**config.mk**
```make
export PLATFORM = sky130hd
export DESIGN_NAME = snoop_initiator
export DESIGN_NICKNAME = d
export VERILOG_FILES = /design/src/rtl/snoop_initiator_pkg.sv /design/src/rtl/snoop_initiator.sv
export SDC_FILE = /design/constraint.sdc
export NUM_CORES = 1
export LEC_CHECK = 0
export BUFFER_PORTS_ARGS = -buffer_cell sky130_fd_sc_hd__buf_2
export CORE_AREA = 2 2 135 137
export CTS_CLUSTER_SIZE = 40
export DETAILED_ROUTE_END_ITERATION = 8
export DIE_AREA = 0 0 137 139
export GPL_ROUTABILITY_DRIVEN = 0
export PLACE_DENSITY_LB_ADDON = 0.08
export SYNTH_ARGS = -nofsm -noshare
export SYNTH_HDL_FRONTEND = slang
export SYNTH_SLANG_ARGS = --single-unit
```
**constraint.sdc**
```tcl
create_clock -name clk_i -period 4.2 [get_ports clk_i]
set_clock_uncertainty 0.15 [all_clocks]
set_input_delay 0.42 -clock clk_i [delete_from_list [all_inputs] [get_ports clk_i]]
set_output_delay 0.42 -clock clk_i [all_outputs]
set_load 0.02 [all_outputs]
```
**src/rtl/snoop_initiator_pkg.sv**
```systemverilog
`default_nettype none
// ============================================================================
// snoop_initiator_pkg : ACE snoop channel (AC/CR/CD) types and helpers
// Revision: 1.0
// ============================================================================
package snoop_initiator_pkg;

  localparam int unsigned ACE_ADDR_WIDTH    = 64;
  localparam int unsigned ACE_DATA_WIDTH    = 64;
  localparam int unsigned DCACHE_LINE_WIDTH = 128;

  typedef enum logic [3:0] {
    READ_ONCE             = 4'b0000,
    READ_SHARED           = 4'b0001,
    READ_CLEAN            = 4'b0010,
    READ_NOT_SHARED_DIRTY = 4'b0011,
    READ_UNIQUE           = 4'b0111,
    CLEAN_SHARED          = 4'b1000,
    CLEAN_INVALID         = 4'b1001,
    MAKE_INVALID          = 4'b1101
  } acsnoop_t;

  typedef struct packed {
    logic isShared;
    logic passDirty;
    logic error;
    logic dataTransfer;
  } crresp_t;

  typedef struct packed {
    logic [ACE_ADDR_WIDTH-1:0] addr;
    acsnoop_t                  snoop;
  } ac_chan_t;

  typedef struct packed {
    logic [ACE_DATA_WIDTH-1:0] data;
    logic                      last;
  } cd_chan_t;

  typedef struct packed {
    logic     ac_valid;
    ac_chan_t ac;
    logic     cr_ready;
    logic     cd_ready;
  } snoop_req_t;

  typedef struct packed {
    logic     ac_ready;
    logic     cr_valid;
    crresp_t  cr_resp;
    logic     cd_valid;
    cd_chan_t cd;
  } snoop_resp_t;

  typedef struct packed {
    logic                         dataTransfer;
    logic                         passDirty;
    logic                         isShared;
    logic                         error;
    logic [DCACHE_LINE_WIDTH-1:0] line;
  } snoop_init_resp_t;

  // Only these snoop types are ever issued toward the data cache.
  function automatic logic is_legal_snoop(acsnoop_t snoop);
    case (snoop)
      CLEAN_INVALID, READ_SHARED, READ_ONCE, READ_UNIQUE: return 1'b1;
      default:                                            return 1'b0;
    endcase
  endfunction

endpackage
`default_nettype wire

```
**src/rtl/snoop_initiator.sv**
```systemverilog
`default_nettype none
// ============================================================================
// snoop_initiator : issues one ACE snoop at a time and assembles the CD line
// Revision: 1.0
// ============================================================================
module snoop_initiator
  import snoop_initiator_pkg::*;
#(
  parameter int unsigned AddrWidth = ACE_ADDR_WIDTH,
  parameter int unsigned DataWidth = ACE_DATA_WIDTH,
  parameter int unsigned LineWidth = DCACHE_LINE_WIDTH
) (
  input  logic                 clk_i,
  input  logic                 rst_ni,
  input  logic                 req_valid_i,
  output logic                 req_ready_o,
  input  logic [AddrWidth-1:0] req_addr_i,
  input  logic [3:0]           req_snoop_i,
  output logic                 resp_valid_o,
  input  logic                 resp_ready_i,
  output snoop_init_resp_t     resp_o,
  output snoop_req_t           snoop_port_o,
  input  snoop_resp_t          snoop_port_i,
  output logic                 busy_o
);

  localparam int unsigned ByteOffset = $clog2(LineWidth / 8);
  localparam logic [AddrWidth-1:0] LineMask =
    {{(AddrWidth - ByteOffset){1'b1}}, {ByteOffset{1'b0}}};

  typedef enum logic [2:0] {
    IDLE    = 3'd0,
    SEND_AC = 3'd1,
    WAIT_CR = 3'd2,
    WAIT_CD = 3'd3,
    RESP    = 3'd4
  } state_e;

  state_e               state_q, state_d;
  logic [AddrWidth-1:0] addr_q, addr_d;
  acsnoop_t             snoop_q, snoop_d;
  logic                 beat_q, beat_d;
  snoop_init_resp_t     resp_q, resp_d;

  always_comb begin
    state_d = state_q;
    addr_d  = addr_q;
    snoop_d = snoop_q;
    beat_d  = beat_q;
    resp_d  = resp_q;
    case (state_q)
      IDLE: begin
        if (req_valid_i) begin
          addr_d  = req_addr_i & LineMask;
          snoop_d = acsnoop_t'(req_snoop_i);
          beat_d  = 1'b0;
          resp_d  = '0;
          if (is_legal_snoop(acsnoop_t'(req_snoop_i))) begin
            state_d = SEND_AC;
          end else begin
            resp_d.error = 1'b1;
            state_d      = RESP;
          end
        end
      end
      SEND_AC: begin
        if (snoop_port_i.ac_ready) state_d = WAIT_CR;
      end
      WAIT_CR: begin
        if (snoop_port_i.cr_valid) begin
          resp_d.dataTransfer = snoop_port_i.cr_resp.dataTransfer;
          resp_d.passDirty    = snoop_port_i.cr_resp.passDirty;
          resp_d.isShared     = snoop_port_i.cr_resp.isShared;
          resp_d.error        = snoop_port_i.cr_resp.error;
          // An errored CR that announces data still owes us both beats.
          state_d = snoop_port_i.cr_resp.dataTransfer ? WAIT_CD : RESP;
        end
      end
      WAIT_CD: begin
        if (snoop_port_i.cd_valid) begin
          beat_d = ~beat_q;
          if (!beat_q) begin
            resp_d.line[DataWidth-1:0] = snoop_port_i.cd.data;
            if (snoop_port_i.cd.last) resp_d.error = 1'b1;
          end else begin
            resp_d.line[LineWidth-1:DataWidth] = snoop_port_i.cd.data;
            if (!snoop_port_i.cd.last) resp_d.error = 1'b1;
            state_d = RESP;
          end
        end
      end
      RESP: begin
        if (resp_ready_i) state_d = IDLE;
      end
      default: state_d = IDLE;
    endcase
  end

  always_ff @(posedge clk_i or negedge rst_ni) begin
    if (!rst_ni) begin
      state_q <= IDLE;
      addr_q  <= '0;
      snoop_q <= READ_ONCE;
      beat_q  <= 1'b0;
      resp_q  <= '0;
    end else begin
      state_q <= state_d;
      addr_q  <= addr_d;
      snoop_q <= snoop_d;
      beat_q  <= beat_d;
      resp_q  <= resp_d;
    end
  end

  // All handshake outputs decode straight from state_q.
  always_comb begin
    snoop_port_o          = '0;
    snoop_port_o.ac_valid = (state_q == SEND_AC);
    snoop_port_o.ac.addr  = addr_q;
    snoop_port_o.ac.snoop = snoop_q;
    snoop_port_o.cr_ready = (state_q == WAIT_CR);
    snoop_port_o.cd_ready = (state_q == WAIT_CD);
  end

  assign req_ready_o  = (state_q == IDLE);
  assign resp_valid_o = (state_q == RESP);
  assign busy_o       = (state_q != IDLE);
  assign resp_o       = resp_q;

  cd_valid_in_idle: assert property (
    @(posedge clk_i) disable iff (!rst_ni) (state_q == IDLE) |-> !snoop_port_i.cd_valid
  );

endmodule
`default_nettype wire

```
==> reports/summary.txt <==
# DRC: 0
Setup Buffers After CTS: 0
LEAKAGE: 5.24 nW
CP endpoint kind: output port
P per Cell Area: 670 nW/um^2
DP Cell Count: 1222
clk slew on worst S/H paths: 70 ps
Hold WC Path Type: in2reg
first-pass GRT wire length: 31700 um
Final Hold Fails: 0
measured slew at the worst slew-check pin: 970 ps
Critical Path Start Type: flop
total CTS buffers: 17
clock tree buffer depth: 2
vias per inst: 4.72
Placement Cell Area: 9580 um^2
Avg WL per Cell: 15.7 um
Root Driver: clkbuf_16
Syn Area/Cell: 11.3 um^2
CP Max Fanout: 21
DR iter-0 viols: 260
Final Cycle Share: 0.651
vias in the first global route: 6064
cell count after synthesis: 690
Yosys top cell by area: dfrtp_1
status: completed
hold_ws: 69.3 ps
htree depth: 4
Int Power: 4.32 mW
Via Count: 5925
full die area: 19000 um^2
Layout fillers: 1610
drt first pass iters: 5
CORE AREA: 17700 um^2
Std-Cell Rows: 49
Yosys top cell area share: 0.642
FMAX: 366 MHz
Starting Density: 0.441
post-synth cell types: 40
ratio of cells with drive above 1 in the final layout: 0.443
chip height: 139 um
largest net degree at the start of global routing: 110
register area share after synthesis: 0.642
setup TNS: 0 ps
Clk network pwr share: 0.256
critical path data arrival time: 2160 ps
Slew Limit Headroom: 0.353
Worst-Skew Late Latency: 420 ps
Syn. warnings: 0
Detail Route Antenna Nets: 0
P_sw: 2.53 mW
I/O pin cnt: 350
drt total wl: 19700 um
post-layout min period: 2730 ps
logic gate share of total power: 0.356
Final Cell Area: 10200 um^2
Synth Cell Area: 7790 um^2
GRT Util Overall: 0.214
port bufs: 341
CTS tree: built
Worst EP required: 3630 ps
Synth Register Bits: 200
TritonCTS Sinks: 200
Area Overhead vs Synth: 31.2%
sw frac: 0.370
share of power burned in registers: 0.388
antenna violations before repair: 1
Final Power: 6.85 mW
Non-Filler Instances: 1255
DP HPWL: 14300 um
Final nets: 1157
critical path type: reg2out
max-cap violations: 0
GRT overflow: 0
final setup violation count: 0
RSZ-0062 raised after global routing: no
Pins Over Slew Limit: 0
die width: 137 um
Peak VDD IR: 0.413 mV
Area contributors post-synth: dfrtp_1 (64%), nand2_1 (9.4%), mux2_2 (9.2%)
## state kept, by name (all words and copies together) (netlist names)
register	flops
beat_q	1
state_q	3
snoop_q	4
resp_o	132
addr_q	60
## metal layers
layer | share of wire | up-vias | track usage
met5 | 0 | - | 0
met4 | 0.025 | 0 | 0.0819
met3 | 0.079 | 29 | 0.0618
met2 | 0.47 | 215 | 0.346
met1 | 0.42 | 2725 | 0.270
li1 | - | 2956 | -
## worst max-delay path, cell delays in order, from the launching register on
cell and delay, ps:
dfrtp_1 690, and3b_2 610, buf_4 260, buf_2 180
## cell type report
cell class / instances / area, um^2 / area share
Timing Repair Buffer: 351 / 1810 / 0.177
Antenna cell: 1 / 2.50 / 0.000245
Inverter: 6 / 22.5 / 0.00220
Clock inverter: 13 / 190 / 0.0186
Sequential cell: 200 / 5000 / 0.489
Multi-Input combinational cell: 437 / 2470 / 0.242
Tap cell: 229 / 287 / 0.0280
Clock buffer: 18 / 439 / 0.0429
## what timing repair did
item	CTS	global route
endpoints found under the setup margin	0	0
hold buffers	1	0
hold endpoints to repair	97	0
gates resized for setup	0	0
## path summary, 6_finish.rpt
check | cells past startpoint | end | slack [ps] | start
worst max-delay path | 3 | snoop_port_o[0] | 1470 | state_q[0]
worst min-delay path | 2 | addr_q[52] | 70 | req_addr_i[52]
worst max register to register | 4 | addr_q[46] | 1660 | state_q[0]
worst min register to register | 2 | resp_o[13] | 330 | resp_o[13]
max in group asynchronous | 3 | resp_o[82] | 2370 | rst_ni
min in group asynchronous | 2 | addr_q[41] | 510 | rst_ni
## cell usage in the layout, fill, tap and decap left out, types with 2 or more instances in the layout
master     instances
clkbuf_8           2
nand4b_1           2
and2_1             2
o21ai_1           39
dfrtp_1          200
clkinv_2           3
o21ai_0           91
inv_6              5
clkbuf_16         17
bufinv_16          4
o2bb2ai_1          2
nor2b_1            2
a22o_1             3
nor2_1             5
mux2_2            64
a21o_4             2
conb_1             4
nand2_1          195
buf_2            340
a21oi_1            3
buf_4              8
mux2i_1            2
nor3_1             2
inv_1              6
## power by group through the flow
stage          clock network, mW  logic [mW]  registers (mW)
2_1_floorplan                  0        1.16            3.25
4_1_cts                     1.80        2.48            2.67
5_1_grt                     1.87        2.65            2.73
6_report                    1.75        2.44            2.66
3_5_place_dp                   0        2.48            2.70
3_3_place_gp                   0        2.46            2.68
## cells in the mapped netlist, drive strengths merged
cell	count
a211oi	1
a21o	2
a21oi	3
a221oi	1
a22o	3
a311oi	1
a31o	1
a31oi	1
and2	3
and3b	1
buf	39
clkbuf	11
conb	1
dfrtp	200
inv	6
mux2	65
mux2i	2
nand2	195
nand2b	1
nand4	1
nand4b	2
nor2	5
nor2b	2
nor3	3
nor3b	1
nor4b	1
o21ai	131
o22ai	1
o2bb2a	1
o2bb2ai	2
o31a	1
or3b	1
xnor2	1
## per-stage QoR
stage / utilization / setup WS [ps]
final: 0.579 / 1470
after global routing: 0.579 / 1320
after CTS: 0.579 / 1440
after detailed placement: 0.543 / 1610
after global placement: 0.543 / 1660
after floorplan: - / 2270
## logic make-up after synthesis
kind of cell / count (synthesis) / share of synthesized area
buffers and inverters: 56 / 0.0440
multiplexers: 67 / 0.0965
other: 1 / 0.000481
AND/OR/NAND/NOR: 216 / 0.113
flip-flops: 200 / 0.642
XOR/XNOR: 1 / 0.00112
AO/OA/AOI/OAI: 149 / 0.103
No activity file was read; power rests on OpenSTA's default activity.
